<file path="src/rtl/universal_shift_register_if.sv">
// Bundle between a universal_shift_register and the logic that drives it.
// master: ctrl/start/count/serial/parallel in, data/serial/busy/done out.
interface universal_shift_register_if #(
    parameter int WIDTH = 16,
    parameter int LANE  = 1,
    parameter int CNT_W = 8
);
    logic [3:0]       ctrl;
    logic             start;
    logic [CNT_W-1:0] count;
    logic [LANE-1:0]  serial_data_input;
    logic [WIDTH-1:0] parallel_data_input;
    logic [WIDTH-1:0] data_output;
    logic [LANE-1:0]  serial_data_output;
    logic             busy;
    logic             done;

    modport master (
        output ctrl, start, count,
        output serial_data_input, parallel_data_input,
        input  data_output, serial_data_output, busy, done
    );

    modport slave (
        input  ctrl, start, count,
        input  serial_data_input, parallel_data_input,
        output data_output, serial_data_output, busy, done
    );
endinterface

</file>
<file path="src/rtl/universal_shift_register.sv">
// Multi-mode shift register with LANE-wide steps and a repeat sequencer.
// Ports: clk, sync_nreset (sync, active-low), bus (slave side of the if).
module universal_shift_register #(
    parameter int WIDTH = 16,
    parameter int LANE  = 1,
    parameter int CNT_W = 8
) (
    input  logic clk,
    input  logic sync_nreset,
    universal_shift_register_if.slave bus
);

    localparam logic [3:0] OP_NONE = 4'd0;
    localparam logic [3:0] OP_CLR  = 4'd1;
    localparam logic [3:0] OP_LOAD = 4'd2;
    localparam logic [3:0] OP_SMSB = 4'd3;
    localparam logic [3:0] OP_SLSB = 4'd4;
    localparam logic [3:0] OP_SLL  = 4'd5;
    localparam logic [3:0] OP_SRL  = 4'd6;
    localparam logic [3:0] OP_SRA  = 4'd7;
    localparam logic [3:0] OP_ROL  = 4'd8;
    localparam logic [3:0] OP_ROR  = 4'd9;

    localparam logic [0:0] S_IDLE = 1'b0;
    localparam logic [0:0] S_RUN  = 1'b1;

    logic [WIDTH-1:0] r_data;
    logic [LANE-1:0]  r_sout;
    logic             r_busy;
    logic             r_done;
    logic [0:0]       r_state;
    logic [3:0]       r_op;
    logic [CNT_W-1:0] r_cnt;

    logic [3:0]       w_op;
    logic [WIDTH-1:0] w_step_data;
    logic [LANE-1:0]  w_step_out;
    logic             w_ctrl_shift;
    logic [WIDTH-1:0] w_lo_up;
    logic [WIDTH-1:0] w_hi_dn;

    // In RUN the latched op drives the shifter; ctrl only matters for abort.
    assign w_op = (r_state == S_RUN) ? r_op : bus.ctrl;

    assign w_ctrl_shift = (bus.ctrl >= OP_SMSB) && (bus.ctrl <= OP_ROR);

    // Lower bits moved up / upper bits moved down; the vacated lane is 0.
    assign w_lo_up = {r_data[WIDTH-LANE-1:0], {LANE{1'b0}}};
    assign w_hi_dn = {{LANE{1'b0}}, r_data[WIDTH-1:LANE]};

    always_comb begin
        w_step_data = r_data;
        w_step_out  = r_sout;
        case (w_op)
            OP_SMSB: begin
                w_step_data = {bus.serial_data_input, r_data[WIDTH-1:LANE]};
                w_step_out  = r_data[LANE-1:0];
            end
            OP_SLSB: begin
                w_step_data = {r_data[WIDTH-LANE-1:0], bus.serial_data_input};
                w_step_out  = r_data[WIDTH-1:WIDTH-LANE];
            end
            OP_SLL: begin
                w_step_data = w_lo_up;
                w_step_out  = r_data[WIDTH-1:WIDTH-LANE];
            end
            OP_SRL: begin
                w_step_data = w_hi_dn;
                w_step_out  = r_data[LANE-1:0];
            end
            OP_SRA: begin
                w_step_data = {{LANE{r_data[WIDTH-1]}}, r_data[WIDTH-1:LANE]};
                w_step_out  = r_data[LANE-1:0];
            end
            OP_ROL: begin
                w_step_data = w_lo_up | {{(WIDTH-LANE){1'b0}}, r_data[WIDTH-1:WIDTH-LANE]};
                w_step_out  = r_data[WIDTH-1:WIDTH-LANE];
            end
            OP_ROR: begin
                w_step_data = w_hi_dn | {r_data[LANE-1:0], {(WIDTH-LANE){1'b0}}};
                w_step_out  = r_data[LANE-1:0];
            end
            default: begin
                w_step_data = r_data;
                w_step_out  = r_sout;
            end
        endcase
    end

    always_ff @(posedge clk) begin
        if (!sync_nreset) begin
            r_data  <= '0;
            r_sout  <= '0;
            r_busy  <= 1'b0;
            r_done  <= 1'b0;
            r_state <= S_IDLE;
            r_op    <= OP_NONE;
            r_cnt   <= '0;
        end else begin
            r_done <= 1'b0;
            case (r_state)
                S_IDLE: begin
                    if (bus.start && w_ctrl_shift) begin
                        if (bus.count == '0) begin
                            r_done <= 1'b1;
                        end else begin
                            r_op    <= bus.ctrl;
                            r_cnt   <= bus.count;
                            r_busy  <= 1'b1;
                            r_state <= S_RUN;
                        end
                    end else if (bus.ctrl == OP_CLR) begin
                        r_data <= '0;
                        r_sout <= '0;
                    end else if (bus.ctrl == OP_LOAD) begin
                        r_data <= bus.parallel_data_input;
                        r_sout <= '0;
                    end else if (w_ctrl_shift) begin
                        r_data <= w_step_data;
                        r_sout <= w_step_out;
                    end
                end
                S_RUN: begin
                    if (bus.ctrl == OP_CLR) begin
                        // Abort: no done pulse.
                        r_data  <= '0;
                        r_sout  <= '0;
                        r_busy  <= 1'b0;
                        r_state <= S_IDLE;
                    end else begin
                        r_data <= w_step_data;
                        r_sout <= w_step_out;
                        r_cnt  <= r_cnt - 1'b1;
                        if (r_cnt == {{(CNT_W-1){1'b0}}, 1'b1}) begin
                            r_busy  <= 1'b0;
                            r_done  <= 1'b1;
                            r_state <= S_IDLE;
                        end
                    end
                end
                default: begin
                    r_busy  <= 1'b0;
                    r_state <= S_IDLE;
                end
            endcase
        end
    end

    assign bus.data_output        = r_data;
    assign bus.serial_data_output = r_sout;
    assign bus.busy               = r_busy;
    assign bus.done               = r_done;

endmodule

</file>
<file path="src/flat_wrapper.sv">
// flat-port wrapper written by rule: the top's interface ports become plain ports
module universal_shift_register_flat 
#(
    parameter int WIDTH = 16,
    parameter int LANE  = 1,
    parameter int CNT_W = 8
)
  (clk, sync_nreset, bus_ctrl, bus_start, bus_count, bus_serial_data_input, bus_parallel_data_input, bus_data_output, bus_serial_data_output, bus_busy, bus_done);
  universal_shift_register_if #(.WIDTH(WIDTH), .LANE(LANE), .CNT_W(CNT_W)) bus_i ();
  input  logic clk;
  input  logic sync_nreset;
  input wire logic [$bits(bus_i.ctrl)-1:0] bus_ctrl;
  input wire logic [$bits(bus_i.start)-1:0] bus_start;
  input wire logic [$bits(bus_i.count)-1:0] bus_count;
  input wire logic [$bits(bus_i.serial_data_input)-1:0] bus_serial_data_input;
  input wire logic [$bits(bus_i.parallel_data_input)-1:0] bus_parallel_data_input;
  output wire logic [$bits(bus_i.data_output)-1:0] bus_data_output;
  output wire logic [$bits(bus_i.serial_data_output)-1:0] bus_serial_data_output;
  output wire logic [$bits(bus_i.busy)-1:0] bus_busy;
  output wire logic [$bits(bus_i.done)-1:0] bus_done;
  assign bus_i.ctrl = bus_ctrl;
  assign bus_i.start = bus_start;
  assign bus_i.count = bus_count;
  assign bus_i.serial_data_input = bus_serial_data_input;
  assign bus_i.parallel_data_input = bus_parallel_data_input;
  assign bus_data_output = bus_i.data_output;
  assign bus_serial_data_output = bus_i.serial_data_output;
  assign bus_busy = bus_i.busy;
  assign bus_done = bus_i.done;
  universal_shift_register #(.WIDTH(WIDTH), .LANE(LANE), .CNT_W(CNT_W)) u_core (.clk(clk), .sync_nreset(sync_nreset), .bus(bus_i));
endmodule
</file>
<file path="config.mk">
export PLATFORM = sky130hd
export DESIGN_NAME = universal_shift_register_flat
export DESIGN_NICKNAME = d
export VERILOG_FILES = /design/src/rtl/universal_shift_register_if.sv /design/src/rtl/universal_shift_register.sv /design/src/flat_wrapper.sv
export SDC_FILE = /design/constraint.sdc
export NUM_CORES = 1
export LEC_CHECK = 0
export ABC_AREA = 0
export BUFFER_PORTS_ARGS = -buffer_cell sky130_fd_sc_hd__buf_2
export CAP_MARGIN = 15
export CORE_UTILIZATION = 40
export CTS_CLUSTER_DIAMETER = 50
export DETAILED_ROUTE_END_ITERATION = 8
export PLACE_DENSITY_LB_ADDON = 0.3
export SLEW_MARGIN = 40
export SYNTH_ARGS = -nofsm -noshare
export SYNTH_HDL_FRONTEND = slang
export SYNTH_SLANG_ARGS = --single-unit
</file>
<file path="constraint.sdc">
create_clock -name clk -period 3.65 [get_ports clk]
set_input_delay 0.5475 -clock clk [delete_from_list [all_inputs] [get_ports clk]]
set_output_delay 0.5475 -clock clk [all_outputs]
set_load 0.03 [all_outputs]
</file>
==> metrics, run 1 <==
Cell variety after synth 60; EDFF count, synth 0; clk slew on worst S/H paths ~70 ps; CP required slightly below 4000 ps; hpwl dp a little under 5000 um; ys async rst share 0%; initial antenna violation count 0; drt via density 6.30; Total Power roughly 1.2 mW; RePlAce Congestion between 0.8 and 0.9; largest net degree at the start of global routing 37; fin util a little under half; met1 Use GR 30.1%; Tcrit/Tclk final 76.4%; die width 82.8 um; syn nets ~360; worst min path class flip-flop to flip-flop; commonest non-fill, non-tap cell in the layout buf_2; Clock power frac between 30% and 40%; Sw Ratio between 30% and 40%; Final TNS setup 0 ps; Setup Skew 7.64 ps; crit path DAT 2980 ps; Worst R2R Setup Slack around 860 ps; Final WS setup between 800 and 900 ps; core area 6310 um2; Pint 789 uW; met2 Track Usage GR 33.9%; Synth Flop Type dfxtp_1; residual DRC count 0; die area 6850 um2; Pins Over Slew Limit 0; Vias about 2800; WL final around 7300 um; max cap viols 0; Starting Density a little over 40%; Post-Synthesis Cells roughly 330; Num Clock Sinks 32; Most Crowded Layer GR met2; CTS buffer count 5; clock root cell clkbuf_8; kind of critical path flip-flop to flip-flop; drt wl/cell roughly 17 um; IO Pins just over 50; RSZ-0062 raised after global routing false; Layout Nets between 300 and 400; Max H-tree Level 2; Syn. warnings 0; first-pass GRT wire length between 10000 and 15000 um; vias in the first global route between 2000 and 2500; CTS tree built; Least-Margin Pin Slew about 860 ps; Worst Setup Start Kind flip-flop; CTS Hold Buffers Added 0; diodes inserted 0; global-route congestion overflow total 0; layout cell share with drive strength beyond 1 approximately 22%; clock buffer depth 2; die height slightly above 80 um; PortBufs 50; post-CTS sizing 0; part of the power in registers a little over a third; CP endpoint kind flip-flop; antenna viol nets, final 0; FP Rows 29; Hold Fails Final Rpt 0; status completed; Gate power share 33.7%; pwr/cell area ~410 nW/um2; Max Freq between 300 and 400 MHz; most frequent cells in the layout buf_2, nor2_1, dfxtp_1; Post-CTS Setup Bufs 0; final setup violation count 0; initial drt markers between 200 and 300; Area Overhead vs Synth 14.4%; maximum fanout along the worst path 19; Skew-Pair Late Insertion Delay between 200 and 300 ps; Setup WS pre-CTS between 900 and 1000 ps; Final min period 2790 ps; met3 usage 4.15%; P_sw between 400 and 500 uW; Netlist Area Pre-Place ~2600 um2; WHS between 400 and 500 ps; relative slew slack a little over two fifths; Mean Syn Cell Area between 8 and 9 um2; GRT Total Usage 21.8%; sequential fraction of the synthesis area approximately 25%; Fill cells around 660; P_leak between 1 and 1.5 nW; Peak VDD IR between 0.0002 and 0.0003 V; #FFs+latches synth 32; Pre-antenna DRT Iters 5
[state kept, by name, indices dropped and copies added, names as in the netlist]
signal,count
u_core.r_cnt,8
u_core.r_state,1
u_core.bus.data_output,16
u_core.r_op,4
u_core.bus.serial_data_output,1
u_core.bus.busy,1
u_core.bus.done,1
[power groups by stage]
stage          Sequential (mW)  Combinational [mW]  Clock (mW)
6_report                 0.435               0.415       0.383
5_1_grt                  0.440               0.458       0.402
4_1_cts                  0.433               0.413       0.393
3_5_place_dp             0.442               0.411           0
3_3_place_gp             0.441               0.409           0
2_1_floorplan            0.461               0.293           0
[area by class of cell]
cell class	instances	area, um2	share of cell area (%)
Timing Repair Buffer	55	288	9.64
Tap cell	77	96.3	3.23
Sequential cell	32	641	21.5
Inverter	10	37.5	1.26
Clock buffer	7	96.3	3.23
Clock inverter	1	30.0	1.01
Multi-Input combinational cell	256	1800	60.2
[logic make-up after synthesis]
logic type | after synthesis | share of synthesized area, %
compound gates | 147 | 43.5
simple gates | 96 | 18.6
buf+inv | 37 | 6.62
flops | 32 | 24.5
mux | 11 | 5.80
fa+ha+maj | 2 | 0.959
[metal layers]
metal  wire length (um)  up-vias
li1                   -     1350
met1               3480     1313
met2               3340       88
met3                417        8
met4                 79        0
met5                  0        -
[through the flow]
step	instance area [um2]	cells
after CTS	2990	438
final	2990	438
after floorplan	2610	325
after global routing	2990	438
after global placement	2860	430
after detailed placement	2860	430
[cells in the mapped netlist (2+ instances only)]
cell type   n  area share (%)
nor2_1     42             6.0
dfxtp_1    32              25
nand2_1    20             2.9
o21ai_0    20             3.8
a21oi_1    17             3.3
a22o_1     15             5.0
o32ai_1    15             5.0
o22a_1     14             4.7
a22oi_1    13             3.7
a32o_1     12             4.6
buf_2      12             2.3
clkbuf_1   10             1.4
inv_1      10             1.4
nor3_1      7             1.3
a31oi_1     4            0.96
a32oi_1     4             1.3
mux2i_1     4             1.5
nand2b_1    4            0.96
or4_1       4             1.2
nand3_1     3            0.58
nand3b_1    3            0.86
nor2b_1     3            0.72
o211ai_1    3            0.86
o21a_1      3            0.86
o22ai_1     3            0.72
a211oi_1    2            0.58
a21boi_0    2            0.58
a221oi_1    2            0.67
buf_1       2            0.29
buf_6       2            0.86
ha_1        2            0.96
mux2_2      2            0.86
mux2_4      2             1.2
mux2i_4     2             1.7
nor4_4      2             1.6
o21ai_1     2            0.38
o21bai_1    2            0.58
o31a_1      2            0.67
[worst paths after layout]
path	start	to	cells past startpoint
max reg2reg	u_core.r_state$_SDFF_PN0_	u_core.bus.data_output[15]$_SDFFE_PN0P_	6
min	u_core.bus.busy$_SDFFE_PN0P_	u_core.bus.busy$_SDFFE_PN0P_	2
min reg2reg	u_core.bus.busy$_SDFFE_PN0P_	u_core.bus.busy$_SDFFE_PN0P_	2
max	u_core.r_state$_SDFF_PN0_	u_core.bus.data_output[15]$_SDFFE_PN0P_	6
[critical path: stages (launching register included)]
cell	delay [ps]
dfxtp_1	780
buf_4	300
mux2i_4	390
nand3_1	460
o21ai_0	350
a221oi_1	150
o32ai_1	270
No activity file was read; power rests on OpenSTA's default activity.
==> run 2: changes to the inputs <==
Settings changed: ABC_AREA 0 to 1.
Clock period 3.65 ns to 2.5 ns, I/O delays scaled along.
==> metrics, run 2 <==
antenna viol nets, final 0 (unchanged); Peak VDD IR 0.000287 V (was 0.000253 V); Cell variety after synth 27 (was 60); WHS 363 ps (was 459 ps); first-pass GRT wire length 10600 um (was 11600 um); CP endpoint kind flip-flop (unchanged); P_leak 1.33 nW (was 1.14 nW); Num Clock Sinks 32 (unchanged); cell mode on critical path nand2_1; Skew-Pair Late Insertion Delay 290 ps (about the same); Post-CTS Setup Bufs 0 (unchanged); Synth top area share 27.9% (was 24.5%); top-count cell post-synth nand2_1 (was nor2_1); hpwl dp 4290 um (was 4940 um); die area 6050 um2 (was 6850 um2); FP Rows 27 (was 29); status completed (unchanged); Starting Density 41.7% (was 41.3%); Area Overhead vs Synth 17.0% (was 14.4%); residual DRC count 0 (unchanged); top cells by count, synth nand2_1, a21oi_1, inv_1 (was nor2_1, dfxtp_1, nand2_1, o21ai_0, a21oi_1); Max Freq 511 MHz (was 358 MHz); core area 5510 um2 (was 6310 um2); Layout Nets 465 (was 394); GRT Total Usage 21.7% (was 21.8%); Post-Synthesis Cells 390 (was 325); Critical Path Slowest Stage Cell nand3_2 (was dfxtp_1); drt via density 5.17 (was 6.30); Setup Skew 12.3 ps (was 7.64 ps); most frequent cells in the layout nand2_1, buf_2, a21oi_1 (was buf_2, nor2_1, dfxtp_1); Mean Syn Cell Area 5.89 um2 (was 8.03 um2); Least-Margin Pin Slew 533 ps (was 861 ps); max reg flops 16 (unchanged); layout cell share with drive strength beyond 1 17.4% (was 21.6%); post-CTS sizing 0 (unchanged); Netlist Area Pre-Place 2300 um2 (was 2610 um2); largest net degree at the start of global routing 32 (was 37); Placed Instance Area 2560 um2 (was 2860 um2); maximum fanout along the worst path 21 (was 19); Hold Fails Final Rpt 0 (unchanged); global-route congestion overflow total 0 (unchanged); clock buffer depth 2 (unchanged); initial antenna violation count 0 (unchanged); Max H-tree Level 2 (unchanged); top post-synthesis cells by area dfxtp_1, nand2_1, a21oi_1, nand3_1, inv_1 (was dfxtp_1, nor2_1, a22o_1, o32ai_1, o22a_1); crit path DAT 2130 ps (was 2980 ps); RSZ-0062 raised after global routing false (unchanged); syn nets 424 (was 359); final setup violation count 0 (unchanged); PortBufs 50 (unchanged); die height 77.8 um (was 82.8 um); Worst Setup Start Kind flip-flop (unchanged); worst path cell trace buf_4, nand2_1, nand2_1, nand3_2, nand3_4, nand2_1, nand2_1, nand3_1, nand2_1, a21oi_1 (was buf_4, mux2i_4, nand3_1, o21ai_0, a221oi_1, o32ai_1); Setup WS pre-CTS 490 ps (was 908 ps); drt wl/cell 12.3 um (was 16.7 um); sequential fraction of the synthesis area 27.9% (was 24.5%); pwr/cell area 689 nW/um2 (was 413 nW/um2); CTS buffer count 5 (unchanged); max cap viols 0 (unchanged); relative slew slack 64.5% (was 42.4%); Final TNS setup 0 ps (unchanged); Final WS setup 544 ps (was 861 ps); Synth area leader dfxtp_1 (unchanged); #FFs+latches synth 32 (unchanged); commonest non-fill, non-tap cell in the layout nand2_1 (was buf_2); IO Pins 51 (unchanged); Critical path buffers and inverters 1 (unchanged); Final min period 1960 ps (was 2790 ps); vias in the first global route 2349 (was 2437); clk slew on worst S/H paths 80 ps (was 70 ps); kind of critical path flip-flop to flip-flop (unchanged); initial drt markers 155 (was 274); clock root cell clkbuf_8 (unchanged); EDFF count, synth 0 (unchanged); cell family with the largest share of critical-path delay simple AND/OR/NAND/NOR gates (was flip-flops); CTS tree built (unchanged); worst min path class input pin to flip-flop (was flip-flop to flip-flop); fin util 48.8% (was 47.3%); Pins Over Slew Limit 0 (unchanged); Pre-antenna DRT Iters 5 (unchanged); Syn. warnings 0 (unchanged); WL final 6190 um (was 7320 um); CTS Hold Buffers Added 0 (unchanged); Tcrit/Tclk final 78.3% (was 76.4%); Finished Cell Area 2690 um2 (was 2990 um2); Synth Flop Type dfxtp_1 (unchanged); critical path's largest stage delay 370 ps (was 780 ps); ys async rst share 0% (unchanged); die width 77.8 um (was 82.8 um); Vias 2608 (was 2759); diodes inserted 0 (unchanged); CP required 2670 ps (was 3850 ps); RePlAce Congestion 0.840 (was 0.813)
run 2: cell count changes in the layout (fill, tap and decap cells not counted), moves of 5 or more:
cell,delta
nand3_1,+37
nor2_1,-14
nand2_1,+103
a22oi_1,-13
a21oi_1,+26
a22o_1,-15
o22a_1,-14
nand4_1,+19
inv_1,+31
o32ai_1,-15
a32o_1,-12
nor3_1,-5
run 2: stage by stage:
step | instances | total power, mW
after floorplan | 390 | 1.16
final | 504 | 1.85
after detailed placement | 496 | 1.31
after global placement | 496 | 1.30
after global routing | 504 | 1.98
after CTS | 504 | 1.87
run 2: power breakdown:
group	switching [mW]	internal, mW
registers	0.0629	0.574
logic	0.441	0.221
clock network	0.202	0.352
total	0.705	1.15
run 2: layout make-up:
class | count | area, um2
Clock buffer | 7 | 96.3
Clock inverter | 1 | 30.0
Fill cell | 601 | 2820
Inverter | 43 | 161
Multi-Input combinational cell | 296 | 1400
Sequential cell | 32 | 641
Tap cell | 72 | 90.1
Timing Repair Buffer | 53 | 273
run 2: tightest hold or removal path: stages:
cell and delay, ps:
buf_2 80, a21oi_1 50, a21oi_1 120
run 2: metal layers:
metal	wire, um	vias up	global-route usage (%)
li1	-	1357	-
met1	2830	1147	26.9
met2	2900	97	37.2
met3	390	7	4.59
met4	72	0	7.17
met5	0	-	0
run 2: cell families (layout without fill, tap and decap cells):
kind of cell / Yosys count / count (layout) / share of synthesized area, %
buffers and inverters: 62 / 104 / 11.3
AOI/OAI and AO/OA: 66 / 66 / 14.6
adders and majority gates: 2 / 2 / 1.09
xor gates and xnor gates: 1 / 1 / 0.382
DFF: 32 / 32 / 27.9
and+or+nand+nor: 227 / 227 / 44.7
run 2: path summary, 6_finish.rpt:
path | end | cells after the start | slack, ps | startpoint
hold / removal | u_core.bus.data_output[10]$_SDFFE_PN0P_ | 3 | 360 | bus_parallel_data_input[10]
setup reg to reg | u_core.bus.data_output[15]$_SDFFE_PN0P_ | 10 | 540 | u_core.r_state$_SDFF_PN0_
setup / recovery | u_core.bus.data_output[15]$_SDFFE_PN0P_ | 10 | 540 | u_core.r_state$_SDFF_PN0_
hold reg to reg | u_core.bus.busy$_SDFFE_PN0P_ | 2 | 460 | u_core.bus.busy$_SDFFE_PN0P_
==> run 3: changes to the inputs <==
Clock period 2.5 ns to 1.8 ns, I/O delays scaled along.
==> metrics, run 3 (synthesis results as in run 2) <==
Worst Setup Start Kind flip-flop (unchanged); commonest non-fill, non-tap cell in the layout nand2_1 (unchanged); Non-Filler Instances 515 (was 504); status completed (unchanged); CP endpoint kind flip-flop (unchanged); reg2reg end u_core.bus.serial_data_output$_SDFFE_PN0P_ (was u_core.bus.data_output[15]$_SDFFE_PN0P_); drt wl/cell 12.5 um (was 12.3 um); FF-to-FF path depth 10 (unchanged); die area 6050 um2 (unchanged); P_sw 1.01 mW (was 705 uW); Finished Cell Area 2790 um2 (was 2690 um2); Min-Delay Path Depth 3 (unchanged); Least-Margin Pin Slew 456 ps (was 533 ps); part of the power in registers 34.5% (was 34.4%); Placed Instance Area 2630 um2 (was 2560 um2); Skew-Pair Late Insertion Delay 290 ps (about the same); relative slew slack 69.6% (was 64.5%); clock root cell clkbuf_8 (unchanged); Clock power frac 27.3% (was 29.9%); core area 5510 um2 (unchanged); placed cells 503 (was 496); drt via density 5.21 (was 5.17); RePlAce Congestion 0.851 (was 0.840); Area Overhead vs Synth 21.4% (was 17.0%); largest net degree at the start of global routing 32 (unchanged); P_leak 1.39 nW (was 1.33 nW); max cap viols 0 (unchanged); pwr/cell area 918 nW/um2 (was 689 nW/um2); vias in the first global route 2424 (was 2349); Worst R2R Setup Slack 130 ps (was 540 ps); cell family with the largest share of critical-path delay simple AND/OR/NAND/NOR gates (unchanged); CTS tree built (unchanged); initial antenna violation count 0 (unchanged); Tcrit/Tclk final 92.6% (was 78.3%); most frequent cells in the layout nand2_1, buf_2, a21oi_1 (unchanged); Hold Crit Start bus_parallel_data_input[4] (was bus_parallel_data_input[10]); FF-to-FF Start u_core.r_state$_SDFF_PN0_ (unchanged); Final min period 1670 ps (was 1960 ps); final setup violation count 0 (unchanged); Hold Fails Final Rpt 0 (unchanged); FP Rows 27 (unchanged); Setup Skew 12.4 ps (was 12.3 ps); Starting Density 41.7% (unchanged); Num Clock Sinks 32 (unchanged); worst min path class input pin to flip-flop (unchanged); Layout Nets 476 (was 465); clock buffer depth 2 (unchanged); Gate power share 38.2% (was 35.7%); Max H-tree Level 2 (unchanged); diodes inserted 0 (unchanged); antenna viol nets, final 0 (unchanged); Hold Path End u_core.bus.data_output[4]$_SDFFE_PN0P_ (was u_core.bus.data_output[10]$_SDFFE_PN0P_); die height 77.8 um (unchanged); Max Freq 600 MHz (was 511 MHz); cell mode on critical path nand2_1 (unchanged); Critical Path Slowest Stage Cell dfxtp_1 (was nand3_2); Pre-antenna DRT Iters 4 (was 5); Sw Ratio 39.4% (was 38.1%); Pins Over Slew Limit 0 (unchanged); residual DRC count 0 (unchanged); maximum fanout along the worst path 16 (was 21); Final TNS setup 0 ps (unchanged); Peak VDD IR 0.000546 V (was 0.000287 V); die width 77.8 um (unchanged); CTS Hold Buffers Added 0 (unchanged); first-pass GRT wire length 10600 um (about the same); crit path DAT 1880 ps (was 2130 ps); initial drt markers 201 (was 155); hpwl dp 4360 um (was 4290 um); Critical path buffers and inverters 3 (was 1); CP required 2010 ps (was 2670 ps); kind of critical path flip-flop to flip-flop (unchanged); clk slew on worst S/H paths 80 ps (about the same); Vias 2685 (was 2608); global-route congestion overflow total 0 (unchanged); worst path cell trace buf_4, nand2_1, nand2_1, nor2_4, inv_2, buf_4, nand4_1, nand3_1, nand2_1, a21oi_1 (was buf_4, nand2_1, nand2_1, nand3_2, nand3_4, nand2_1, nand2_1, nand3_1, nand2_1, a21oi_1); critical path's largest stage delay 370 ps (about the same); layout cell share with drive strength beyond 1 20.1% (was 17.4%); Total Power 2.56 mW (was 1.85 mW); GRT Total Usage 21.5% (was 21.7%); max reg flops 16 (unchanged); WHS 257 ps (was 363 ps); WL final 6430 um (was 6190 um); Pint 1.55 mW (was 1.15 mW); PortBufs 50 (unchanged); CTS buffer count 5 (unchanged); IO Pins 51 (unchanged)
[run 3: worst max path at each step]
stage / start / to / slack [ps] / cells after the start
final: u_core.r_state$_SDFF_PN0_ / u_core.bus.serial_data_output$_SDFFE_PN0P_ / 130 / 10
after global routing: u_core.r_state$_SDFF_PN0_ / u_core.bus.serial_data_output$_SDFFE_PN0P_ / -4 / 10
after CTS: u_core.r_state$_SDFF_PN0_ / u_core.bus.data_output[7]$_SDFFE_PN0P_ / 110 / 10
after detailed placement: u_core.r_state$_SDFF_PN0_ / u_core.bus.data_output[7]$_SDFFE_PN0P_ / 130 / 10
after global placement: u_core.r_state$_SDFF_PN0_ / u_core.bus.serial_data_output$_SDFFE_PN0P_ / 160 / 10
after floorplan: u_core.r_state$_SDFF_PN0_ / u_core.bus.data_output[10]$_SDFFE_PN0P_ / 340 / 10
[run 3: metrics by stage]
| stage | setup slack, ps | utilization (%) |
|---|---|---|
| floorplan | 337 | - |
| global placement | 164 | 47.7 |
| detailed placement | 126 | 47.7 |
| CTS | 112 | 49.6 |
| global route | -3.88 | 50.6 |
| finish | 134 | 50.6 |
[run 3: cell type report]
type,count,area [um2]
Clock buffer,6,72.6
Clock inverter,2,35.0
Fill cell,569,2720
Inverter,43,161
Multi-Input combinational cell,298,1440
Sequential cell,32,641
Tap cell,72,90.1
Timing Repair Buffer,62,353
[run 3: what timing repair did]
action,in CTS,in global routing
setup endpoints to repair,0,19
hold endpoints to repair,0,0
gates resized for setup,0,6
setup buffers,0,2
[run 3: metal layers]
layer  vias up  share of wire [%]  track usage (%)
met3        13                6.2             4.35
met5         -                  0                0
met2        89                 48             36.6
met4         0                1.6             7.74
li1       1388                  -                -
met1      1195                 44             26.7
[run 3: power groups by stage]
stage	Combinational [mW]	Sequential (mW)	Clock (mW)
final	0.977	0.884	0.698
after global routing	1.11	0.897	0.734
after CTS	0.946	0.883	0.708
after detailed placement	0.943	0.898	0
after global placement	0.933	0.896	0
after floorplan	0.619	0.986	0
[run 3: worst reg2reg max path: stages, from the launching register on]
cell     delay [ps]
dfxtp_1         370
buf_4           180
nand2_1          70
nand2_1         140
nor2_4           70
inv_2           110
buf_4           230
nand4_1         120
nand3_1         100
nand2_1          50
a21oi_1         160
